`config.mk`:
```
export PLATFORM = sky130hd
export DESIGN_NAME = flash_read_seq
export DESIGN_NICKNAME = d
export VERILOG_FILES = /design/src/rtl/flash_ctrl_pkg.sv /design/src/rtl/flash_row_decode.sv /design/src/rtl/flash_read_seq.sv
export SDC_FILE = /design/constraint.sdc
export NUM_CORES = 1
export LEC_CHECK = 0
export BUFFER_PORTS_ARGS = -buffer_cell sky130_fd_sc_hd__buf_4
export CORE_MARGIN = 3
export CORE_UTILIZATION = 49
export DETAILED_ROUTE_END_ITERATION = 16
export PLACE_DENSITY = 0.78
export SLEW_MARGIN = 0
export SYNTH_ARGS = -nofsm -noshare
export SYNTH_HDL_FRONTEND = slang
export SYNTH_SLANG_ARGS = --single-unit
```
`constraint.sdc`:
```
create_clock -name wb_clk_i -period 1.9 [get_ports wb_clk_i]
set_clock_uncertainty 0.05 [all_clocks]
set_input_delay 0.095 -clock wb_clk_i [delete_from_list [all_inputs] [get_ports wb_clk_i]]
set_output_delay 0.095 -clock wb_clk_i [all_outputs]
set_load 0.03 [all_outputs]
```
`src/rtl/flash_ctrl_pkg.sv`:
```
// Shared types and constants for the flash read controller:
// FSM state encoding, row-field widths and default phase timings.
package flash_ctrl_pkg;

    typedef enum logic [2:0] {
        IDLE    = 3'd0,
        SETUP   = 3'd1,
        SENSE1  = 3'd2,
        SENSE2  = 3'd3,
        OUTEN   = 3'd4,
        CAPTURE = 3'd5
    } state_e;

    localparam int unsigned STR_W  = 1;
    localparam int unsigned WL_W   = 2;
    localparam int unsigned COL_W  = 8;
    localparam int unsigned ROW_W  = STR_W + WL_W;
    localparam int unsigned NUM_STR = 1 << STR_W;
    localparam int unsigned NUM_WL  = 1 << WL_W;
    localparam int unsigned CNT_W  = 8;

    localparam int unsigned DEF_SETUP_CYC = 4;
    localparam int unsigned DEF_SENSE_CYC = 8;
    localparam int unsigned DEF_OUT_CYC   = 2;

endpackage

```
`src/rtl/flash_row_decode.sv`:
```
// Combinational row decoder: turns a latched row address into one-hot
// string-select / ground-select and word-line enables while a read is active.
module flash_row_decode
    import flash_ctrl_pkg::*;
(
    input  logic [ROW_W-1:0]   row,
    input  logic               active,
    output logic [NUM_STR-1:0] ssl_en,
    output logic [NUM_STR-1:0] gsl_en,
    output logic [NUM_WL-1:0]  wl0_en,
    output logic [NUM_WL-1:0]  wl1_en
);

    logic [STR_W-1:0] str_sel;
    logic [WL_W-1:0]  wl_sel;

    assign str_sel = row[ROW_W-1 -: STR_W];
    assign wl_sel  = row[WL_W-1:0];

    always_comb begin
        ssl_en = '0;
        gsl_en = '0;
        wl0_en = '0;
        wl1_en = '0;
        if (active) begin
            ssl_en[str_sel] = 1'b1;
            gsl_en[str_sel] = 1'b1;
            // Only the selected string's word-line group gets a driven line.
            if (str_sel == '0) begin
                wl0_en[wl_sel] = 1'b1;
            end else begin
                wl1_en[wl_sel] = 1'b1;
            end
        end
    end

endmodule

```
`src/rtl/flash_read_seq.sv`:
```
// Flash page read sequencer: select/settle, two-stage sense, output enable,
// then capture of the sense-amp data with a one-cycle valid pulse.
module flash_read_seq
    import flash_ctrl_pkg::*;
#(
    parameter int unsigned SETUP_CYC = DEF_SETUP_CYC,
    parameter int unsigned SENSE_CYC = DEF_SENSE_CYC,
    parameter int unsigned OUT_CYC   = DEF_OUT_CYC
) (
    input  logic             wb_clk_i,
    input  logic             wb_rst_ni,
    input  logic             req_i,
    input  logic [2:0]       row_i,
    output logic             ready_o,
    output logic             rvalid_o,
    output logic [7:0]       rdata_o,
    output logic [1:0]       ssl_en_o,
    output logic [1:0]       gsl_en_o,
    output logic [3:0]       wl0_en_o,
    output logic [3:0]       wl1_en_o,
    output logic             sen1_o,
    output logic             sen2_o,
    output logic [3:0]       out_en_o,
    input  logic [7:0]       sa_out_i
);

    localparam logic [CNT_W-1:0] SETUP_LD = CNT_W'(SETUP_CYC - 1);
    localparam logic [CNT_W-1:0] SENSE_LD = CNT_W'(SENSE_CYC - 1);
    localparam logic [CNT_W-1:0] OUT_LD   = CNT_W'(OUT_CYC - 1);

    state_e           state_q, state_d;
    logic [CNT_W-1:0] cnt_q, cnt_d;
    logic [ROW_W-1:0] row_q, row_d;
    logic             capture;
    logic             active;

    always_ff @(posedge wb_clk_i or negedge wb_rst_ni) begin
        if (!wb_rst_ni) begin
            state_q  <= IDLE;
            cnt_q    <= '0;
            row_q    <= '0;
            rvalid_o <= 1'b0;
            rdata_o  <= '0;
        end else begin
            state_q  <= state_d;
            cnt_q    <= cnt_d;
            row_q    <= row_d;
            rvalid_o <= capture;
            if (capture) begin
                rdata_o <= sa_out_i;
            end
        end
    end

    // Each phase reloads the counter with N-1 and leaves when it reaches zero.
    always_comb begin
        state_d  = state_q;
        cnt_d    = (cnt_q == '0) ? '0 : cnt_q - 1'b1;
        row_d    = row_q;
        capture  = 1'b0;
        ready_o  = 1'b0;
        sen1_o   = 1'b0;
        sen2_o   = 1'b0;
        out_en_o = '0;
        unique case (state_q)
            IDLE: begin
                ready_o = 1'b1;
                cnt_d   = '0;
                if (req_i) begin
                    row_d   = row_i;
                    cnt_d   = SETUP_LD;
                    state_d = SETUP;
                end
            end
            SETUP: begin
                if (cnt_q == '0) begin
                    cnt_d   = SENSE_LD;
                    state_d = SENSE1;
                end
            end
            SENSE1: begin
                sen1_o = 1'b1;
                if (cnt_q == '0) begin
                    cnt_d   = SENSE_LD;
                    state_d = SENSE2;
                end
            end
            SENSE2: begin
                sen1_o = 1'b1;
                sen2_o = 1'b1;
                if (cnt_q == '0) begin
                    cnt_d   = OUT_LD;
                    state_d = OUTEN;
                end
            end
            OUTEN: begin
                sen1_o   = 1'b1;
                sen2_o   = 1'b1;
                out_en_o = 4'hF;
                if (cnt_q == '0) begin
                    cnt_d   = '0;
                    state_d = CAPTURE;
                end
            end
            CAPTURE: begin
                sen1_o   = 1'b1;
                sen2_o   = 1'b1;
                out_en_o = 4'hF;
                capture  = 1'b1;
                state_d  = IDLE;
            end
            default: begin
                state_d = IDLE;
            end
        endcase
    end

    assign active = (state_q != IDLE);

    flash_row_decode u_row_decode (
        .row    (row_q),
        .active (active),
        .ssl_en (ssl_en_o),
        .gsl_en (gsl_en_o),
        .wl0_en (wl0_en_o),
        .wl1_en (wl1_en_o)
    );

endmodule

```
=== After elaboration in Yosys (flattened, before gate mapping) ===
Index checks and enable logic that the tools add are counted.

* Register bits: 23
* Latch bits: 0
* RAM bits: 0
* ROM bits: 0
* Bits of input ports: 14
* Output and inout bits: 28
* Logic and storage cells: 57
* Memories: 0

* Add/sub/neg operators: 1
* Multipliers: 0
* Divide/modulo/power cells: 0
* $lt $le $gt $ge: 4
* Eq/ne operators: 10
* Shifts and indexed selects: 0
* Muxes and demuxes: 26
* Bitwise operators: 0
* Reductions and logical operators: 11

{| class="wikitable"
|+ Operators by type and width
! cell !! number
|-
| $mux 8 || 4
|-
| $pmux 8 s4 || 1
|-
| $mux 4 || 5
|-
| $mux 3 || 5
|-
| $pmux 3 s5 || 1
|-
| $ne 2x2->1 const B || 5
|-
| $logic_not 8->1 || 1
|-
| $sub 8x1->8 const B || 1
|-
| $eq 3x2->1 const B || 2
|-
| $eq 3x3->1 const B || 2
|-
| $mux 1 || 6
|-
| $reduce_and 5->1 || 1
|-
| $mux 2 || 2
|-
| $reduce_or 2->1 || 2
|-
| $reduce_or 4->1 || 1
|-
| $eq 3x1->1 const B || 1
|-
| $logic_not 3->1 || 1
|-
| $lt 2x3->1 const B || 1
|-
| $reduce_bool 3->1 || 1
|-
| $reduce_or 3->1 || 1
|-
| $demux 1 s2 || 1
|-
| $ge 2x1->1 const B || 1
|-
| $logic_and 1x1->1 || 2
|-
| $lt 1x2->1 const B || 1
|-
| other kinds (3) || 3
|}

=== Longest topological paths before layout ===
* Depth in word-level cells: 6
* Gate-level depth with buffers: 5
* Depth with buffers taken out: 5

=== By module ===
A second synthesis with hierarchy kept.

* Cells, all modules: 114
* Area, all modules: 1,249.9 sq um

{| class="wikitable"
|+ Modules (own cells, without submodules)
! module !! instances !! cells an instance !! area an instance (sq um) !! seq. area each (sq um)
|-
| flash_read_seq || 1 || 102 || 1,124.8 || 575.6
|-
| flash_row_decode || 1 || 12 || 125.1 || 0.0
|}

=== Worst setup path before layout ===
Ideal clock, no wire load.

* Path type: flip-flop to flip-flop
* Start: register state_q[1]
* End: register rdata_o[0]
* Setup time: 125 ps
* Arrival: 1,814 ps
* Required time: 1,725 ps
* Path slack: -88 ps
* Stages on the path, launching flop included: 5
* Buffers on the path: 1
* Clock period less this slack: 1,988 ps
* Cells stage by stage: dfrtp_1 buf_2 nor2b_1 nand2_1 mux2_2

* Cells in the longest elaborated chain, start to end: 2

{| class="wikitable"
|+ RTL lines
! item !! RTL line !! source
|-
| start, declared || flash_read_seq.sv:31 || <nowiki>state_e state_q, state_d;</nowiki>
|-
| start signal, assigned || flash_read_seq.sv:45 || <nowiki>state_q <= state_d;</nowiki>
|-
| $eq 3x3->1 || flash_read_seq.sv:65 || <nowiki>unique case (state_q)</nowiki>
|-
| $mux 1 || flash_read_seq.sv:65 ||
|-
| end signal, assigned || flash_read_seq.sv:50 || <nowiki>rdata_o <= sa_out_i;</nowiki>
|-
| end, declared || flash_read_seq.sv:16 || <nowiki>output logic [7:0] rdata_o,</nowiki>
|}

No other way between the ends.
A chain may end at the register's enable or synchronous reset.

=== Worst setup path in the final report ===
* Start: register state_q[0]
* End: output port wl0_en_o[3]

* Cells in the longest elaborated chain, start to end: 2

{| class="wikitable"
|+ RTL lines
! item !! RTL line !! source
|-
| $reduce_bool 3->1 || flash_read_seq.sv:118 || <nowiki>assign active = (state_q != IDLE);</nowiki>
|-
| $mux 4 || flash_row_decode.sv:25 || <nowiki>if (active) begin</nowiki>
|-
| end, declared || flash_read_seq.sv:19 || <nowiki>output logic [3:0] wl0_en_o,</nowiki>
|}

No other way between the ends.

==> flow_summary.json <==
{
  "die_width_um": 55.69,
  "cts_sinks": 23,
  "layout-area-overhead-vs-synth_pct": 45.40,
  "fin_util_pct": 77.30,
  "grt_start_max_net_pins": 24,
  "yosysSeqAreaShare_pct": 47.57,
  "fmax_mhz": 548.7,
  "worstPathRequired_ps": 1750,
  "initial_utilization_pct": 53.16,
  "p_seq_share_pct": 28.8,
  "route.detailed.drc": 0,
  "synth_top_family_by_area": "simple AND/OR/NAND/NOR gates",
  "clockRootBuffer": "clkbuf_4",
  "firstDrtPassIters": 4,
  "grt_use_total_pct": 21.80,
  "intPower_mw": 1.676,
  "combPwrFrac_pct": 64.0,
  "ys_warn_count": 0,
  "syn_area_um2": 1210,
  "vias": 1149,
  "maxSlewHeadroom_pct": 73.46,
  "drt_iter0_markers": 33,
  "post-route-period-util_pct": 95.91,
  "antenna_found_initial": 0,
  "synth_mux_area_share_pct": 11.17,
  "clk_pin_slew_ps": 130,
  "syn-instance-count": 120,
  "synthDistinctLibCells": 36,
  "syn_area_per_cell_um2": 10.08,
  "synth_xor_area_share_pct": 1.448,
  "antenna_left": 0,
  "dp_hpwl_mm": 2.197,
  "hold_slack_ps": 24.00,
  "io_pins": 42,
  "ys_seq_elements": 23,
  "finalHoldViolCount": 0,
  "portBuffers": 41,
  "grt_pass1_wl_mm": 5.395,
  "core.rowCount": 17,
  "hp-class": "in -> reg",
  "crit_arrival_ps": 1680,
  "switching_share_pct": 47.48,
  "cp-start-kind": "flop",
  "endpoint_kind": "primary output",
  "synth_simple_gate_area_share_pct": 20.17,
  "synth_adder_area_share_pct": 2.068,
  "seqCellArea_um2": 578.1,
  "avgViaCountPerCell": 5.524,
  "gp_congestion": 0.8418,
  "power_switching_mw": 1.515,
  "layout-drive-gt1-share_pct": 45.00,
  "synth-compound-area-share_pct": 11.17,
  "tritoncts": "done",
  "die_y_um": 55.69,
  "cp_max_fo": 9,
  "wl_per_cell_um": 15.45,
  "grt_pass1_vias": 1141,
  "power_per_cell_area_nw_per_um2": 1814,
  "final_nets": 197,
  "layout_commonest_cell": "buf_4",
  "crit_type": "reg -> out",
  "mostFrequentLayoutCells": "53 x buf_4, 21 x dfrtp_1, 12 x mux2_2, 12 x dlygate4sd3_1, 10 x nor2_1",
  "cts_buffers": 3,
  "synth_nets": 136,
  "tns_ps": 0,
  "n_fill_cell": 157,
  "worstSkewPairLatency_ps": 320,
  "ctsHtreeMaxLevel": 1,
  "p_leak_nw": 0.8356,
  "clockBufferDepth": 2,
  "gr-total-overflow": 0,
  "worstMarginPinSlew_ps": 397.1,
  "final-max-slew-violation-count": 0,
  "antenna_cells": 0,
  "maxCapViolCount": 0,
  "setup_violations": 0,
  "final.min_clock_period_ps": 1822,
  "die_area_um2": 3101,
  "vdd_drop_max_uv": 1344,
  "routed_wl_mm": 3.213,
  "p_clk_share_pct": 7.2,
  "multi_input_area_um2": 578.1,
  "core_um2": 2276,
  "outcome": "completed"
}
state kept, by name, indices dropped and copies added (netlist names):
| signal | flops |
|---|---|
| rvalid_o | 1 |
| row_q | 3 |
| rdata_o | 8 |
| cnt_q | 8 |
| state_q | 3 |
through the flow:
| stage | cell area (um^2) | worst slack, ps | std cells | power (mW) |
|---|---|---|---|---|
| after CTS | 1713 | 14.14 | 203 | 3.097 |
| after floorplan | 1219 | 156.1 | 120 | 2.166 |
| final | 1759 | 77.67 | 208 | 3.191 |
| after global routing | 1759 | -7.359 | 208 | 3.412 |
| after global placement | 1559 | 144.6 | 187 | 2.741 |
| after detailed placement | 1559 | 26.20 | 187 | 2.817 |
path summary, 6_finish.rpt:
check | start | to | slack (ps) | depth (start not counted)
worst min-delay path | req_i | cnt_q[0]$_DFF_PN0_ | 20 | 3
min in group asynchronous | wb_rst_ni | cnt_q[2]$_DFF_PN0_ | 140 | 2
max in group asynchronous | wb_rst_ni | state_q[1]$_DFFE_PN0P_ | 1420 | 2
worst max register to register | cnt_q[4]$_DFF_PN0_ | cnt_q[6]$_DFF_PN0_ | 120 | 3
worst max-delay path | state_q[0]$_DFFE_PN0P_ | wl0_en_o[3] | 80 | 5
worst min register to register | rdata_o[4]$_DFFE_PN0P_ | rdata_o[4]$_DFFE_PN0P_ | 470 | 1
what timing repair did:
item | CTS | global route
hold buffers | 12 | 0
pin swaps | 0 | 0
setup endpoints to repair | 6 | 20
gates cloned | 0 | 0
hold endpoints to repair | 34 | 0
setup buffers | 0 | 5
resized for setup | 2 | 4
synth_stat cells:
cell	n	area, um^2
a211oi_1	1	7.510
a21oi_1	5	25.02
a221oi_1	1	8.760
a311oi_1	1	8.760
buf_2	1	5.000
buf_4	5	37.54
clkbuf_1	2	7.510
clkbuf_2	1	5.000
dfrtp_1	23	575.6
ha_1	2	25.02
inv_1	5	18.77
inv_2	1	3.750
mux2_2	12	135.1
nand2_1	7	26.28
nand2b_1	2	12.51
nand3_1	1	5.000
nand4_1	1	6.260
nor2_1	10	37.54
nor2b_1	4	25.02
nor3_1	6	30.03
nor3b_1	1	7.510
nor4_1	2	12.51
nor4b_1	1	8.760
o211ai_1	1	7.510
o21ai_0	6	30.03
o21bai_1	1	7.510
o31a_1	1	8.760
o31ai_1	3	22.52
o41ai_1	1	8.760
or2_2	2	12.51
or3_1	3	18.77
or3_2	1	7.510
or3b_2	1	8.760
or4_1	2	15.01
or4b_1	1	10.01
xnor2_1	2	17.52
power groups by stage:
| stage | Sequential (mW) | Clock, mW | Combinational (mW) |
|---|---|---|---|
| finish | 0.919 | 0.231 | 2.04 |
| global route | 0.951 | 0.262 | 2.20 |
| CTS | 0.921 | 0.246 | 1.93 |
| detailed placement | 0.928 | 0 | 1.89 |
| global placement | 0.903 | 0 | 1.84 |
| floorplan | 1.04 | 0 | 1.13 |
cell families (layout without fill, tap and decap cells):
| group | after synthesis | after routing |
|---|---|---|
| adders and majority gates | 2 | 2 |
| AOI/OAI and AO/OA | 21 | 21 |
| buffers and inverters | 15 | 75 |
| xor gates and xnor gates | 2 | 2 |
| DFF | 23 | 23 |
| muxes | 12 | 12 |
| and+or+nand+nor | 45 | 45 |
critical path: stages (launching register included):
cell and delay (ps):
dfrtp_2 470, or3_4 420, inv_2 70, buf_4 160, nor3_1 60, buf_4 180
layout make-up:
type	count	area share (%)
clock inverters	1	0.2845
repair buffers	65	29.45
flip-flops and latches	23	32.86
well taps	28	1.991
clock buffers	3	1.280
multi-input cells	82	32.86
inverters	6	1.280
per-layer routing:
metal	GRT usage (%)	wire (um)
met1	28.57	1294
met5	0	0
met3	3.944	140
met4	7.639	61
met2	35.98	1717
Note: power is estimated with default switching activity, not from simulation.
